===== config.mk =====
export PLATFORM = sky130hd
export DESIGN_NAME = successive_approximation_controller
export DESIGN_NICKNAME = d
export VERILOG_FILES = /design/src/rtl/successive_approximation_controller.sv
export SDC_FILE = /design/constraint.sdc
export NUM_CORES = 1
export LEC_CHECK = 0
export BUFFER_PORTS_ARGS = -buffer_cell sky130_fd_sc_hd__buf_2
export CAP_MARGIN = 20
export CORE_MARGIN = 4
export CORE_UTILIZATION = 35
export CTS_BUF_LIST = sky130_fd_sc_hd__clkbuf_16
export CTS_CLUSTER_SIZE = 8
export DETAILED_ROUTE_END_ITERATION = 8
export PLACE_DENSITY = 0.61
export SYNTH_ARGS = -nofsm -noshare
export SYNTH_HDL_FRONTEND = slang
export SYNTH_SLANG_ARGS = --single-unit

===== constraint.sdc =====
create_clock -name Clock_In -period 1.4 [get_ports Clock_In]
set_input_delay 0.21 -clock Clock_In [delete_from_list [all_inputs] [get_ports Clock_In]]
set_output_delay 0.21 -clock Clock_In [all_outputs]
set_load 0.03 [all_outputs]

===== src/rtl/successive_approximation_controller.sv =====
// SAR search engine: drives a trial code into an external magnitude comparator and resolves the unknown MSB first.
// Optional build macro SAR_EARLY_EXIT_EN: a valid Equal flag in EVAL finishes the conversion immediately.
module successive_approximation_controller #(
    parameter int unsigned DATA_WIDTH = 8
) (
    input  logic                  Clock_In,
    input  logic                  Reset_In,
    input  logic                  Start_In,
    input  logic                  A_Less_Than_B_In,
    input  logic                  A_Equal_To_B_In,
    input  logic                  A_Greater_Than_B_In,
    output logic [DATA_WIDTH-1:0] Compare_Code_Out,
    output logic [DATA_WIDTH-1:0] Result_Out,
    output logic                  Busy_Out,
    output logic                  Done_Out,
    output logic                  Flag_Error_Out
);

    localparam int unsigned IDX_W = (DATA_WIDTH > 1) ? $clog2(DATA_WIDTH) : 1;
    localparam logic [IDX_W-1:0]      IDX_MSB   = IDX_W'(DATA_WIDTH - 1);
    localparam logic [DATA_WIDTH-1:0] CODE_ONE  = DATA_WIDTH'(1);
    localparam logic [DATA_WIDTH-1:0] CODE_INIT = CODE_ONE << (DATA_WIDTH - 1);

    if (DATA_WIDTH < 2 || DATA_WIDTH > 16) begin : g_bad_width
        $error("successive_approximation_controller: DATA_WIDTH must be 2..16");
    end

    typedef enum logic [1:0] {
        ST_IDLE   = 2'd0,
        ST_SETTLE = 2'd1,
        ST_EVAL   = 2'd2
    } state_e;

    state_e                state_q, state_d;
    logic [DATA_WIDTH-1:0] code_q, code_d;
    logic [IDX_W-1:0]      idx_q, idx_d;
    logic [DATA_WIDTH-1:0] result_q, result_d;
    logic                  busy_q, busy_d;
    logic                  done_q, done_d;
    logic                  err_q, err_d;

    logic [2:0]            flags_c;
    logic                  flags_valid_c;
    logic                  early_exit_c;
    logic [DATA_WIDTH-1:0] resolved_c;

    // Comparator flags are only trusted when exactly one is asserted.
    always_comb begin
        flags_c       = {A_Less_Than_B_In, A_Equal_To_B_In, A_Greater_Than_B_In};
        flags_valid_c = (flags_c == 3'b100) || (flags_c == 3'b010) || (flags_c == 3'b001);
`ifdef SAR_EARLY_EXIT_EN
        early_exit_c  = A_Equal_To_B_In;
`else
        early_exit_c  = 1'b0;
`endif
        resolved_c    = code_q;
        if (A_Greater_Than_B_In) begin
            resolved_c = code_q & ~(CODE_ONE << idx_q);
        end
    end

    always_ff @(posedge Clock_In or posedge Reset_In) begin
        if (Reset_In) begin
            state_q  <= ST_IDLE;
            code_q   <= '0;
            idx_q    <= '0;
            result_q <= '0;
            busy_q   <= 1'b0;
            done_q   <= 1'b0;
            err_q    <= 1'b0;
        end else begin
            state_q  <= state_d;
            code_q   <= code_d;
            idx_q    <= idx_d;
            result_q <= result_d;
            busy_q   <= busy_d;
            done_q   <= done_d;
            err_q    <= err_d;
        end
    end

    always_comb begin
        state_d  = state_q;
        code_d   = code_q;
        idx_d    = idx_q;
        result_d = result_q;
        busy_d   = busy_q;
        done_d   = 1'b0;
        err_d    = err_q;

        case (state_q)
            ST_IDLE: begin
                if (Start_In) begin
                    code_d  = CODE_INIT;
                    idx_d   = IDX_MSB;
                    busy_d  = 1'b1;
                    err_d   = 1'b0;
                    state_d = ST_SETTLE;
                end
            end

            ST_SETTLE: begin
                state_d = ST_EVAL;
            end

            ST_EVAL: begin
                if (!flags_valid_c) begin
                    // Comparator absent, in reset or contradictory: abort with a zero result.
                    result_d = '0;
                    err_d    = 1'b1;
                    done_d   = 1'b1;
                    busy_d   = 1'b0;
                    state_d  = ST_IDLE;
                end else if (early_exit_c || (idx_q == '0)) begin
                    result_d = resolved_c;
                    code_d   = resolved_c;
                    done_d   = 1'b1;
                    busy_d   = 1'b0;
                    state_d  = ST_IDLE;
                end else begin
                    code_d  = resolved_c | (CODE_ONE << (idx_q - IDX_W'(1)));
                    idx_d   = idx_q - IDX_W'(1);
                    state_d = ST_SETTLE;
                end
            end

            default: begin
                state_d = ST_IDLE;
            end
        endcase
    end

    assign Compare_Code_Out = code_q;
    assign Result_Out       = result_q;
    assign Busy_Out         = busy_q;
    assign Done_Out         = done_q;
    assign Flag_Error_Out   = err_q;

endmodule


==> results.py <==
metrics = {
    "run_status": {
        "status": "finished, violations left",
        "violations": "hold timing, setup timing",
    },
    "synth": {
        "syn_inst": 123,
        "ys_seq_area_frac": 0.4786,
        "syn_area_per_cell_um2": 10.20,
        "synth.distinct_cells": 32,
        "ys.flop_type": "dfrtp_1",
        "synth-edff-count": 0,
        "synth_fp_nets": 135,
        "async_reset_ff_frac": 1.000,
        "synth_area_um2": 1255,
        "synth_warnings": 0,
        "ys_ff_latch": 24,
    },
    "setup_path": {
        "critPathRequiredTime_ns": 1.57,
        "r2r_end": "Compare_Code_Out[2]",
        "end_kind": "flip-flop",
        "start_kind": "flip-flop",
        "worst-setup-path-type": "reg2reg",
        "r2r_start": "idx_q[0]",
        "arrival_ns": 1.68,
        "r2r_slack_ns": -0.11,
        "r2r_cells": 6,
        "crit_fanout": 4,
    },
    "final_layout": {
        "layout.area.seq_um2": 603.1,
        "mostFrequentLayoutCell": "buf_2",
        "fill_cells": 308,
        "drive_gt1_frac": 0.4765,
        "antenna_cells": 0,
        "area_growth_pct": 49.45,
        "final_cell_mix": "buf_2, dfrtp_1, buf_4",
        "multi_input_area_um2": 785.8,
        "nNetsFinal": 183,
    },
    "floorplan": {
        "die_x_um": 67.88,
        "die_area_um2": 4608,
        "initial_core_util": 0.3702,
        "dieHeight_um": 67.88,
        "io_pins": 25,
        "row_count": 21,
        "coreArea_um2": 3390,
    },
    "worst_hold_path": {
        "holdCritPathClass": "in2async",
    },
    "sta": {
        "fin_crit_ns": 1.507,
        "slew_violations": 0,
        "worst_slew_pin_slew_ns": 0.4155,
        "fin_ws_ns": -0.1071,
        "hold_slack_ns": -0.004629,
        "rsz0062_at_grt": "yes",
        "setup_tns_ns": -0.3294,
        "fin_crit_sh": 1.077,
        "finalSetupViolations": 11,
        "skew_ns": 0.004372,
        "relSlewSlack": 0.7222,
        "fmax_mhz": 663.5,
        "finalHoldViolations": 11,
    },
    "drt": {
        "vias": 1116,
        "drt_wl_total_um": 3310,
        "routed_via_density": 5.167,
        "post_drt_wl_per_cell_um": 15.32,
        "dr.pass1.iters": 4,
        "ant_nets": 0,
        "drc": 0,
        "drtIter0Drc": 52,
    },
    "place": {
        "gp_congestion": 0.8628,
        "io_buffers": 24,
        "dp_hpwl_um": 2302,
    },
    "clocking": {
        "h-tree-depth": 1,
        "clock_sinks": 24,
        "cts_buffer_depth": 2,
        "path_clk_slew_ns": 0.06,
        "hold_buffers": 0,
        "cts_buffers": 3,
        "cts_tree": "built",
        "worstSkewPairLatency_ns": 0.25,
        "root_buffer": "clkbuf_16",
    },
    "grt": {
        "antenna_found_initial": 0,
        "grt.total_usage": 0.1459,
        "gr-total-overflow": 0,
        "grt_pass1_vias": 1033,
        "grt_max_degree": 25,
        "grt_first_pass_wirelength_um": 5037,
    },
    "power": {
        "leakage_nw": 0.8537,
        "vdd_drop_max_mv": 0.6520,
        "powerDensity_nw_per_um2": 1649,
    },
    "job": {
        "drv_cap": 0,
    },
}
repair_timing:
| item | 4_1_cts | 5_1_grt |
|---|---|---|
| pin swaps | 2 | 16 |
| endpoints found under the setup margin | 14 | 19 |
| gates resized for setup | 13 | 27 |
| buffers inserted | 0 | 3 |
| cloned | 0 | 0 |
cells by family (layout without fill, tap and decap cells):
family                     Yosys count  count (layout)  synth area share
adders and majority gates            6               6           0.05982
buffers and inverters               11              58           0.03988
xor gates and xnor gates             1               1           0.01296
DFF                                 24              24            0.4786
AOI/OAI and AO/OA                   44              44            0.2542
and+or+nand+nor                     37              37            0.1545
routing by layer:
layer | up-vias | global-route usage | share of wire
met5 | - | 0 | 0
met4 | 0 | 0.03722 | 0.0048
met3 | 2 | 0.02463 | 0.053
met2 | 28 | 0.2479 | 0.51
met1 | 549 | 0.1928 | 0.43
li1 | 537 | - | -
through the flow:
step / power (mW) / area (um^2) / setup WS [ns] / instances / util
2_1_floorplan: 1.736 / 1286 / -0.06351 / 123 / -
3_3_place_gp: 2.177 / 1614 / -0.05234 / 210 / 0.4762
3_5_place_dp: 2.208 / 1614 / -0.1018 / 210 / 0.4762
4_1_cts: 2.877 / 1728 / -0.09095 / 214 / 0.5098
5_1_grt: 3.292 / 1876 / -0.1947 / 216 / 0.5533
6_report: 3.092 / 1876 / -0.1071 / 216 / 0.5533
flip-flops by register name (all words and copies together), names as in the netlist:
name and cells:
Result_Out 8, idx_q 3, Compare_Code_Out 8, state_q 2, Done_Out 1, Busy_Out 1
Flag_Error_Out 1
cell usage after synthesis (4+ instances only):
library cell,instances,area [um^2]
a32o_1,4,40.04
inv_1,6,22.52
a22o_1,6,52.55
nor2_1,4,15.01
nor2b_1,5,31.28
nand2b_1,4,25.02
ha_1,6,75.07
buf_2,4,20.02
a21oi_1,4,20.02
dfrtp_1,24,600.6
nand2_1,14,52.55
nand3_1,4,20.02
o21ai_0,13,65.06
power breakdown:
part	leakage, nW	switching [mW]	internal [mW]
sequential	0.304	0.141	0.835
combinational	0.511	0.851	0.645
clock	0.0385	0.238	0.381
cell type report:
type	instances	area share
multi-input combinational	88	0.4189
sequential	24	0.3215
timing repair buffer	48	0.1748
clock buffer	3	0.04003
tap	46	0.03069
inverter	6	0.01201
clock inverter	1	0.002001
worst max-delay path, cell delays in order (launching register included):
cell and delay (ns):
dfrtp_1 0.37, inv_2 0.08, ha_4 0.17, or3_4 0.37, a21oi_4 0.17, a22oi_1 0.10, o21ai_1 0.17
how the worst max path moves through the flow:
stage                    start                  end  slack (ns)  cells after the start
2_1_floorplan         idx_q[0]  Compare_Code_Out[1]       -0.06                      6
3_3_place_gp   A_Equal_To_B_In        Result_Out[2]       -0.05                      6
3_5_place_dp          idx_q[0]  Compare_Code_Out[2]       -0.10                      6
4_1_cts               idx_q[0]  Compare_Code_Out[2]       -0.09                      6
5_1_grt               idx_q[0]  Compare_Code_Out[2]       -0.19                      6
6_report              idx_q[0]  Compare_Code_Out[2]       -0.11                      6
Power figures use the tool's default switching activity.
